**src/rtl/sync_fifo_flags.sv**
```systemverilog
// Single-clock FIFO with exact fill count, almost-full/almost-empty thresholds and optional FWFT read mode.
// Define SYNC_FIFO_ERR_FLAGS_EN to add sticky overflow/underflow flags with an err_clr input.
module sync_fifo_flags #(
  parameter int DSIZE     = 8,
  parameter int ASIZE     = 3,
  parameter int AFULL_TH  = (1 << ASIZE) - 2,
  parameter int AEMPTY_TH = 1,
  parameter int FWFT      = 0
) (
  input  logic             clk,
  input  logic             rst_n,
  input  logic [DSIZE-1:0] wdata,
  input  logic             winc,
  input  logic             rinc,
`ifdef SYNC_FIFO_ERR_FLAGS_EN
  input  logic             err_clr,
  output logic             overflow,
  output logic             underflow,
`endif
  output logic [DSIZE-1:0] rdata,
  output logic             wfull,
  output logic             rempty,
  output logic             almost_full,
  output logic             almost_empty,
  output logic [ASIZE:0]   count
);

  localparam int DEPTH = 1 << ASIZE;
  localparam logic [ASIZE:0] FULL_C   = DEPTH[ASIZE:0];
  localparam logic [ASIZE:0] AFULL_C  = AFULL_TH[ASIZE:0];
  localparam logic [ASIZE:0] AEMPTY_C = AEMPTY_TH[ASIZE:0];

  logic [DSIZE-1:0] mem [DEPTH];

  logic [ASIZE:0]   wptr_q, wptr_d;
  logic [ASIZE:0]   rptr_q, rptr_d;
  logic [ASIZE:0]   count_q, count_d;
  logic [DSIZE-1:0] rdata_q, rdata_d;
  logic             ovalid_q, ovalid_d;

  logic wfull_w, rempty_w, wr_acc, rd_acc;

  assign wfull_w  = (count_q == FULL_C);
  // In FWFT mode the head lives in the output register, so emptiness follows its valid bit.
  assign rempty_w = (FWFT != 0) ? !ovalid_q : (count_q == '0);
  assign wr_acc   = winc && !wfull_w;
  assign rd_acc   = rinc && !rempty_w;

  always_comb begin
    wptr_d   = wptr_q;
    rptr_d   = rptr_q;
    count_d  = count_q;
    rdata_d  = rdata_q;
    ovalid_d = ovalid_q;

    if (wr_acc) wptr_d = wptr_q + 1'b1;

    if (wr_acc && !rd_acc)      count_d = count_q + 1'b1;
    else if (rd_acc && !wr_acc) count_d = count_q - 1'b1;

    if (FWFT != 0) begin
      // rptr tracks the next memory word to move into the output register.
      if ((!ovalid_q || rd_acc) && (wptr_q != rptr_q)) begin
        rdata_d  = mem[rptr_q[ASIZE-1:0]];
        rptr_d   = rptr_q + 1'b1;
        ovalid_d = 1'b1;
      end else if (rd_acc) begin
        ovalid_d = 1'b0;
      end
    end else begin
      ovalid_d = 1'b0;
      if (rd_acc) begin
        rdata_d = mem[rptr_q[ASIZE-1:0]];
        rptr_d  = rptr_q + 1'b1;
      end
    end
  end

  always_ff @(posedge clk) begin
    if (!rst_n) begin
      wptr_q   <= '0;
      rptr_q   <= '0;
      count_q  <= '0;
      rdata_q  <= '0;
      ovalid_q <= 1'b0;
    end else begin
      wptr_q   <= wptr_d;
      rptr_q   <= rptr_d;
      count_q  <= count_d;
      rdata_q  <= rdata_d;
      ovalid_q <= ovalid_d;
    end
  end

  // Storage is deliberately not reset; the pointers define what is valid.
  always_ff @(posedge clk) begin
    if (rst_n && wr_acc) mem[wptr_q[ASIZE-1:0]] <= wdata;
  end

`ifdef SYNC_FIFO_ERR_FLAGS_EN
  logic ovf_q, ovf_d, udf_q, udf_d;

  always_comb begin
    ovf_d = ovf_q;
    udf_d = udf_q;
    if (err_clr) begin
      ovf_d = 1'b0;
      udf_d = 1'b0;
    end
    if (winc && wfull_w)  ovf_d = 1'b1;
    if (rinc && rempty_w) udf_d = 1'b1;
  end

  always_ff @(posedge clk) begin
    if (!rst_n) begin
      ovf_q <= 1'b0;
      udf_q <= 1'b0;
    end else begin
      ovf_q <= ovf_d;
      udf_q <= udf_d;
    end
  end

  assign overflow  = ovf_q;
  assign underflow = udf_q;
`endif

  assign rdata        = rdata_q;
  assign count        = count_q;
  assign wfull        = wfull_w;
  assign rempty       = rempty_w;
  assign almost_full  = (count_q >= AFULL_C);
  assign almost_empty = (count_q <= AEMPTY_C);

endmodule

```
**config.mk**
```make
export PLATFORM = sky130hd
export DESIGN_NAME = sync_fifo_flags
export DESIGN_NICKNAME = d
export VERILOG_FILES = /design/src/rtl/sync_fifo_flags.sv
export SDC_FILE = /design/constraint.sdc
export NUM_CORES = 1
export LEC_CHECK = 0
export CAP_MARGIN = 30
export CORE_MARGIN = 1
export CORE_UTILIZATION = 59
export CTS_CLUSTER_DIAMETER = 40
export DETAILED_ROUTE_END_ITERATION = 8
export DONT_BUFFER_PORTS = 1
export PLACE_DENSITY = 0.77
export SETUP_SLACK_MARGIN = 0.1
export SYNTH_ARGS = -nofsm -noshare
export SYNTH_HDL_FRONTEND = slang
export SYNTH_SLANG_ARGS = --single-unit
```
**constraint.sdc**
```tcl
create_clock -name clk -period 3.1 [get_ports clk]
set_clock_uncertainty 0.2 [all_clocks]
set_input_delay 0.62 -clock clk [delete_from_list [all_inputs] [get_ports clk]]
set_output_delay 0.62 -clock clk [all_outputs]
set_load 0.1 [all_outputs]
```
==> results.cfg, run 1 <==
[placement]
dpl.hpwl_mm = 4.15
io_buffers = 0
place_ws_ps = 741
placed_cells = 299
gp_congestion = 0.803

[route]
route.detailed.drc = 0
ant_nets = 0
route.vias.total = 1888
viasPerCell = 5.99
wl_per_cell_um = 20.0
dr.pass1.iters = 4
drtIter0Drc = 138
detail_route.wirelength_mm = 6.31

[sta]
post-route-worst-setup-slack_ps = 572
finalSetupViolCount = 0
grt_setup_unrepaired = false
layout_min_cycle_time_ps = 2530
finalCritPeriodShare_pct = 81.5
slew_violations = 0
setup_tns_ps = 0
relSlewSlack_pct = 33.1
fmax_mhz = 396
hold_viol = 0
worst_slew_pin_slew_ps = 1000
hold_ws_ps = 170

[cells_and_area]
layout-drive-gt1-share_pct = 17.1
multiInputGateArea_um2 = 962
layoutNonFillerInstCount = 315
num-fill-cells = 342
antenna_cells = 0
seq_area_um2 = 2290
final_common_cell = edfxtp_1
final_nets = 260
area.growth.synth_to_final_pct = 12.9
final_cell_mix = edfxtp_1 (64), mux2i_1 (33), buf_4 (18)

[critical_path]
path_class = reg -> out
crit_top_cell = inv_1
worstSetupEndpointType = output pin
path_cells = inv_1 > ha_1 > or3b_4 > inv_1 > buf_4
critPathLaunchType = flip-flop
worst_path_largest_cell_delay_ps = 420
worstPathArrival_ps = 1710
slowest_stage = or3b_4
path_max_fanout = 5
worstPathRequired_ps = 2280
r2r_cells = 10

[global_route]
grt.overflow.total = 0
globalRouteTotalUtil_pct = 23.5
grt_pass1_vias = 1925
antenna_found_initial = 0
grt_max_degree = 17
grt_pass1_wl_mm = 10.0

[clock_tree]
numCtsBuffers = 9
cts_resized = 0
cts_root_buffer = clkbuf_8
cts_setup_buffers = 0
cts-htree-levels = 3
cts_buffer_depth = 2
clkTransAtPathRegs_ps = 80
tritoncts = yes
clkLatencyLatePin_ps = 340
cts.sinks = 82
hold_buffers = 0

[yosys]
mappedNetlistArea_um2 = 3300
synth-edff-count = 64
syn_nets = 239
yosys_warnings = 0
async_flop_share_pct = 0
avgSynthCellArea_um2 = 15.1
ys_types = 30
synthFlopType = edfxtp_1
synth_seq_area_share_pct = 69.2
syn_inst = 219
ys_ff_latch = 82

[floorplanning]
core_um2 = 5240
ios = 28
die_y_um = 76.8
dieArea_um2 = 5890
rows = 26
initial_core_util_pct = 63.0
dieWidth_um = 76.8

[job]
max-cap-violations = 0

[pwr]
power_density_nw_per_um2 = 957
p_leak_nw = 1.29
total_power_w = 0.00356
peakVddDrop_mv = 0.873

[min_path]
hold_class = in -> reg
min_path_cells = 0

[run_status]
run_status = finished, final reports clean
==> cells in the mapped netlist (3+ instances only) <==
library cell	count	share of area, %
edfxtp_1	64	58
mux2i_1	33	10
dfxtp_1	18	11
a22oi_1	16	3.6
nor2_1	13	1.5
a32o_1	8	2.4
ha_1	8	3.0
inv_1	6	0.68
nand2_1	6	0.68
nand3_1	6	0.91
a21oi_1	5	0.76
nor3_1	5	0.76
xor2_1	4	1.1
buf_1	3	0.34
buf_4	3	0.68
==> cell type report <==
class	instances	area share, %
Clock buffer	12	4.17
Clock inverter	4	1.98
Inverter	6	0.605
Multi-Input combinational cell	123	25.8
Sequential cell	82	61.4
Tap cell	70	2.35
Timing Repair Buffer	18	3.63
==> through the flow <==
step           cell area (um2)  utilization [%]
2_1_floorplan             3310                -
6_report                  3720             71.1
3_5_place_dp              3490             66.7
3_3_place_gp              3490             66.7
5_1_grt                   3720             71.1
4_1_cts                   3720             71.1
==> per-layer routing <==
metal / GRT usage (%) / routed length [um] / vias up
met2: 37.9 / 3130 / 70
li1: - / - / 878
met3: 5.12 / 425 / 14
met4: 11.2 / 167 / 0
met1: 30.3 / 2590 / 926
met5: 0 / 0 / -
==> path summary, 6_finish.rpt <==
kind                   from         to  slack, ps
hold / removal     wdata[1]  mem[2][1]        170
hold reg to reg   wptr_q[0]  wptr_q[0]        300
setup / recovery   count[0]     rempty        570
setup reg to reg   count[0]   count[3]        730
==> flip-flops by register name, summed over array words and instances (netlist names) <==
signal	cells
mem	64
rptr_q	3
rdata	8
count	4
wptr_q	3
==> report_power, final <==
group | internal, W | switching (W)
sequential | 0.00128 | 0.000302
combinational | 0.000365 | 0.000763
clock | 0.000500 | 0.000358
==> critical path, delay by kind of cell (launching register included) <==
kind	cells	cell delay [ps]
adders and majority gates	1	180
buffers and inverters	3	450
and+or+nand+nor	1	420
DFF	1	320
==> cell families (layout without fill, tap and decap cells) <==
family | Yosys count | after routing | synth area share [%]
compound gates | 33 | 33 | 7.66
xor+xnor | 6 | 6 | 1.59
fa+ha+maj | 8 | 8 | 3.04
buf+inv | 14 | 40 | 1.97
flops | 82 | 82 | 69.2
mux | 33 | 33 | 10.0
simple gates | 43 | 43 | 6.53
No activity file was read; power rests on OpenSTA's default activity.
==> run 2, diff against run 1 <==
Settings changed: CORE_UTILIZATION 59 to 56, PLACE_DENSITY 0.77 to 0.76.
Clock period 3.1 ns to 2.1 ns, I/O delays scaled along.
==> run 2 against run 1 <==
Net effect:
- the flow now finishes with violations (setup timing)
- global-route usage is 1.3 points higher
- clock power is 42% higher
- cell area is 14% higher
- largest power group is now combinational cells
- non-clock buffer count is 30 higher
- sequential cell count stayed put
- highest routed layer unchanged
- critical path type unchanged
- setup slack worse by 710 ps
==> results.cfg, run 2 (same netlist as run 1, synthesis figures left out) <==
[sta]
relSlewSlack_pct = 66.3
hold_ws_ps = 47.6
fmax_mhz = 447
grt_setup_unrepaired = true
post-route-worst-setup-slack_ps = -139
hold_viol = 0
finalCritPeriodShare_pct = 107
worst_slew_pin_slew_ps = 505
slew_violations = 0
finalSetupViolCount = 6
layout_min_cycle_time_ps = 2240

[placement]
place_ws_ps = -40.7
dpl.hpwl_mm = 3.94
io_buffers = 0
placed_cells = 314
gp_congestion = 0.769
dpl_cell_area_um2 = 3720

[global_route]
top_usage_layer = met2
grt.overflow.total = 0
grtUsageMet2_pct = 40.1
antenna_found_initial = 0
gr-usage-met3_pct = 5.75
grt_pass1_vias = 1987
grt_max_degree = 25
met1_usage_pct = 31.3
globalRouteTotalUtil_pct = 24.8
grt_pass1_wl_mm = 10.7

[pwr]
switching_power_w = 0.00235
power_frac_clock_pct = 20.6
peakVddDrop_mv = 1.65
seqPwrFrac_pct = 33.5
comb_power_share_pct = 45.9
power_density_nw_per_um2 = 1400
p_int_w = 0.00356
swShare_pct = 39.8
p_leak_nw = 1.47

[floorplanning]
dieWidth_um = 78.7
die_y_um = 78.7
dieArea_um2 = 6200
initial_core_util_pct = 58.8
ios = 28
rows = 27
core_um2 = 5610

[critical_path]
r2r-start = count[0]
crit_top_cell = inv_4
worstSetupEndpointType = output pin
path_max_fanout = 2
slowest_stage = or3b_4
critPathBufInv = 4
critPathLaunchType = flip-flop
worstPathRequired_ps = 1480
path_class = reg -> out
path_cells = inv_4 > ha_4 > or3b_4 > buf_6 > inv_4 > buf_12
critPathLaunch = count[0]
worstPathArrival_ps = 1620
cpLargestDelayFamily = buffers and inverters
worst_path_largest_cell_delay_ps = 390

[cells_and_area]
num-fill-cells = 338
seq_area_um2 = 2300
design_area_um2 = 4230
area.growth.synth_to_final_pct = 28.4
layout-drive-gt1-share_pct = 32.4
layoutNonFillerInstCount = 347
largest_reg_flops = 64
multiInputGateArea_um2 = 1120
final_cell_mix = edfxtp_1 (64), mux2i_1 (32), buf_4 (27)
utilization_pct = 75.5
final_nets = 290
final_common_cell = edfxtp_1
antenna_cells = 0

[clock_tree]
cts_root_buffer = clkbuf_8
tritoncts = yes
cts-htree-levels = 3
cts_buffer_depth = 2
cts.sinks = 82
clkLatencyLatePin_ps = 340
clkTransAtPathRegs_ps = 80
numCtsBuffers = 9

[route]
ant_nets = 0
viasPerCell = 5.88
dr.pass1.iters = 4
route.detailed.drc = 0
detail_route.wirelength_mm = 7.06
drtIter0Drc = 167
route.vias.total = 2041
wl_per_cell_um = 20.3

[run_status]
run_status = complete, but fails checks
violations = setup timing

[min_path]
hold_class = in -> reg
min_from = winc

[job]
max-cap-violations = 0
run 2: per-stage QoR:
step	total power (W)	setup TNS [ps]
after global placement	0.00431	0
after global routing	0.00612	-778
final	0.00591	-485
after detailed placement	0.00433	-40.7
after floorplan	0.00378	-6140
after CTS	0.00581	-340
run 2: final timing paths:
| path | slack, ps | cells after the start | end |
|---|---|---|---|
| setup / recovery | -140 | 6 | rempty |
| hold / removal | 50 | 2 | wptr_q[1] |
| setup reg to reg | -90 | 10 | count[3] |
| hold reg to reg | 270 | 1 | rdata[1] |
run 2: per-layer routing:
layer	wire length (um)	share of wire [%]	vias to the layer above
li1	-	-	946
met5	0	0	-
met2	3590	51	98
met1	2850	40	984
met4	114	1.6	0
met3	505	7.2	13
run 2: cell type report:
class | instances | area share, %
inverter | 6 | 0.768
tap | 72 | 2.13
multi-input combinational | 123 | 26.5
clock buffer | 11 | 3.10
sequential | 82 | 54.3
clock inverter | 5 | 1.86
timing repair buffer | 48 | 11.3
run 2: what timing repair did:
| item | CTS | global route |
|---|---|---|
| pin swaps | 7 | 5 |
| buffers inserted | 7 | 2 |
| endpoints found under the setup margin | 14 | 43 |
| hold buffers | 9 | 0 |
| hold endpoints to repair | 65 | 0 |
| gates resized for setup | 28 | 11 |
run 2: power by group through the flow:
| stage | clock (W) | combinational [W] | sequential, W |
|---|---|---|---|
| floorplan | 0 | 0.00120 | 0.00258 |
| global placement | 0 | 0.00231 | 0.00200 |
| detailed placement | 0 | 0.00232 | 0.00201 |
| CTS | 0.00123 | 0.00261 | 0.00198 |
| global route | 0.00130 | 0.00283 | 0.00199 |
| finish | 0.00122 | 0.00271 | 0.00198 |
run 2: worst reg2reg max path: cells and delay by family, from the launching register on:
kind,cells,cell delay [ps]
compound gates,1,140
fa+ha+maj,2,340
xor+xnor,1,120
simple gates,4,760
buf+inv,2,160
flops,1,370
==> run 3, diff against run 2 <==
Settings changed: CORE_UTILIZATION 56 to 59, PLACE_DENSITY 0.76 to 0.77.
Clock period 2.1 ns to 2.6 ns, I/O delays scaled along.
==> run 3 against run 2 <==
Net effect:
- highest routed layer unchanged
- the run now ends clean
- cell count fell by 6.6%
- sequential cell count did not move
- combinational power shrank 37%
- critical endpoint is now almost_empty
- total power down 30%
- register-to-register slack gained 390 ps
- critical path depth shrank 1
- non-clock buffer count shrank 21
- count of clock-buffer cells in the layout stayed put
- first-iteration DRC count fell by 18%
- global-route usage is 1.1 points lower
==> results.cfg, run 3 (same netlist as run 1, synthesis figures left out) <==
[run_status]
run_status = finished, final reports clean

[critical_path]
r2r-end = count[3]
r2r_cells = 10
critPathLaunchType = flip-flop
path_max_fanout = 6
worstPathRequired_ps = 1880
worstPathArrival_ps = 1690
r2r_slack_ps = 300
path_class = reg -> out
worstSetupEndpointType = output pin
r2r-start = count[0]

[sta]
layout_min_cycle_time_ps = 2410
finalCritPeriodShare_pct = 92.6
hold_viol = 0
finalSetupViolCount = 0
setup_tns_ps = 0
fmax_mhz = 415
hold_ws_ps = 67.7
worst_slew_pin_slew_ps = 805
post-route-worst-setup-slack_ps = 192
relSlewSlack_pct = 46.1
grt_setup_unrepaired = false
slew_violations = 0

[placement]
place_ws_ps = 306
io_buffers = 0
dpl.hpwl_mm = 4.14
gp_congestion = 0.821

[pwr]
switching_power_w = 0.00172
p_leak_nw = 1.32
p_int_w = 0.00243
seqPwrFrac_pct = 39.8
comb_power_share_pct = 41.1
power_density_nw_per_um2 = 1100
power_frac_clock_pct = 19.1
peakVddDrop_mv = 0.733
swShare_pct = 41.4

[cells_and_area]
antenna_cells = 0
layout-drive-gt1-share_pct = 22.0
area.growth.synth_to_final_pct = 14.5
final_nets = 269
utilization_pct = 72.1
largest_reg_flops = 64
final_common_cell = edfxtp_1
final_cell_mix = edfxtp_1 (64), mux2i_1 (33), buf_4 (25)

[global_route]
grt_pass1_vias = 2012
grt_pass1_wl_mm = 10.2
globalRouteTotalUtil_pct = 23.6
grt_max_degree = 20
antenna_found_initial = 0
grt.overflow.total = 0

[route]
dr.pass1.iters = 5
ant_nets = 0
route.vias.total = 1914
viasPerCell = 5.91
drtIter0Drc = 137
route.detailed.drc = 0
detail_route.wirelength_mm = 6.32
wl_per_cell_um = 19.5

[floorplanning]
dieArea_um2 = 5890
initial_core_util_pct = 63.0
ios = 28
die_y_um = 76.8
dieWidth_um = 76.8
rows = 26
core_um2 = 5240

[clock_tree]
cts_buffer_depth = 2
clkTransAtPathRegs_ps = 80
cts.sinks = 82
numCtsBuffers = 9
cts_setup_buffers = 0
tritoncts = yes
cts_resized = 0
cts-htree-levels = 3
cts_root_buffer = clkbuf_8
clkLatencyLatePin_ps = 340
hold_buffers = 0

[min_path]
min_to = mem[6][5]
hold_class = in -> reg
min_path_cells = 0
min_from = wdata[5]

[job]
max-cap-violations = 0
run 3: worst max path at each step:
stage	cells after the start	to	slack, ps	from
CTS	5	almost_empty	180	count[0]
floorplan	9	count[3]	120	count[0]
detailed placement	9	count[3]	310	count[0]
global placement	9	count[3]	360	count[0]
global route	10	count[3]	140	count[0]
finish	5	almost_empty	190	count[0]
run 3: layout make-up:
class,count,area (um2)
inverters,6,22.5
clock buffers,11,141
clock inverters,5,30.0
flip-flops and latches,82,2290
multi-input cells,123,972
well taps,70,87.6
fillers,343,1460
repair buffers,27,228
run 3: stage by stage:
| stage | area, um2 | power (W) | instances |
|---|---|---|---|
| after floorplan | 3330 | 0.00301 | 219 |
| after global placement | 3600 | 0.00332 | 308 |
| after detailed placement | 3600 | 0.00337 | 308 |
| after CTS | 3770 | 0.00415 | 324 |
| after global routing | 3770 | 0.00430 | 324 |
| final | 3770 | 0.00414 | 324 |
run 3: power by group through the flow:
stage,Combinational [W],Sequential [W],Clock [W]
2_1_floorplan,0.000930,0.00208,0
3_3_place_gp,0.00166,0.00167,0
3_5_place_dp,0.00170,0.00168,0
4_1_cts,0.00170,0.00165,0.000802
5_1_grt,0.00179,0.00166,0.000853
6_report,0.00170,0.00165,0.000793
run 3: critical path, stage by stage (launching register included):
cell,delay [ps]
dfxtp_4,350
buf_4,320
ha_1,210
nor2_1,70
nor3_4,100
buf_4,300
run 3: metal layers:
metal,track usage (%),vias up,share of wire (%),wire [um]
li1,-,896,-,-
met1,30.4,967,45,2850
met2,37.6,43,50,3150
met3,5.24,8,3.9,245
met4,12.3,0,1.3,84
met5,0,-,0,0
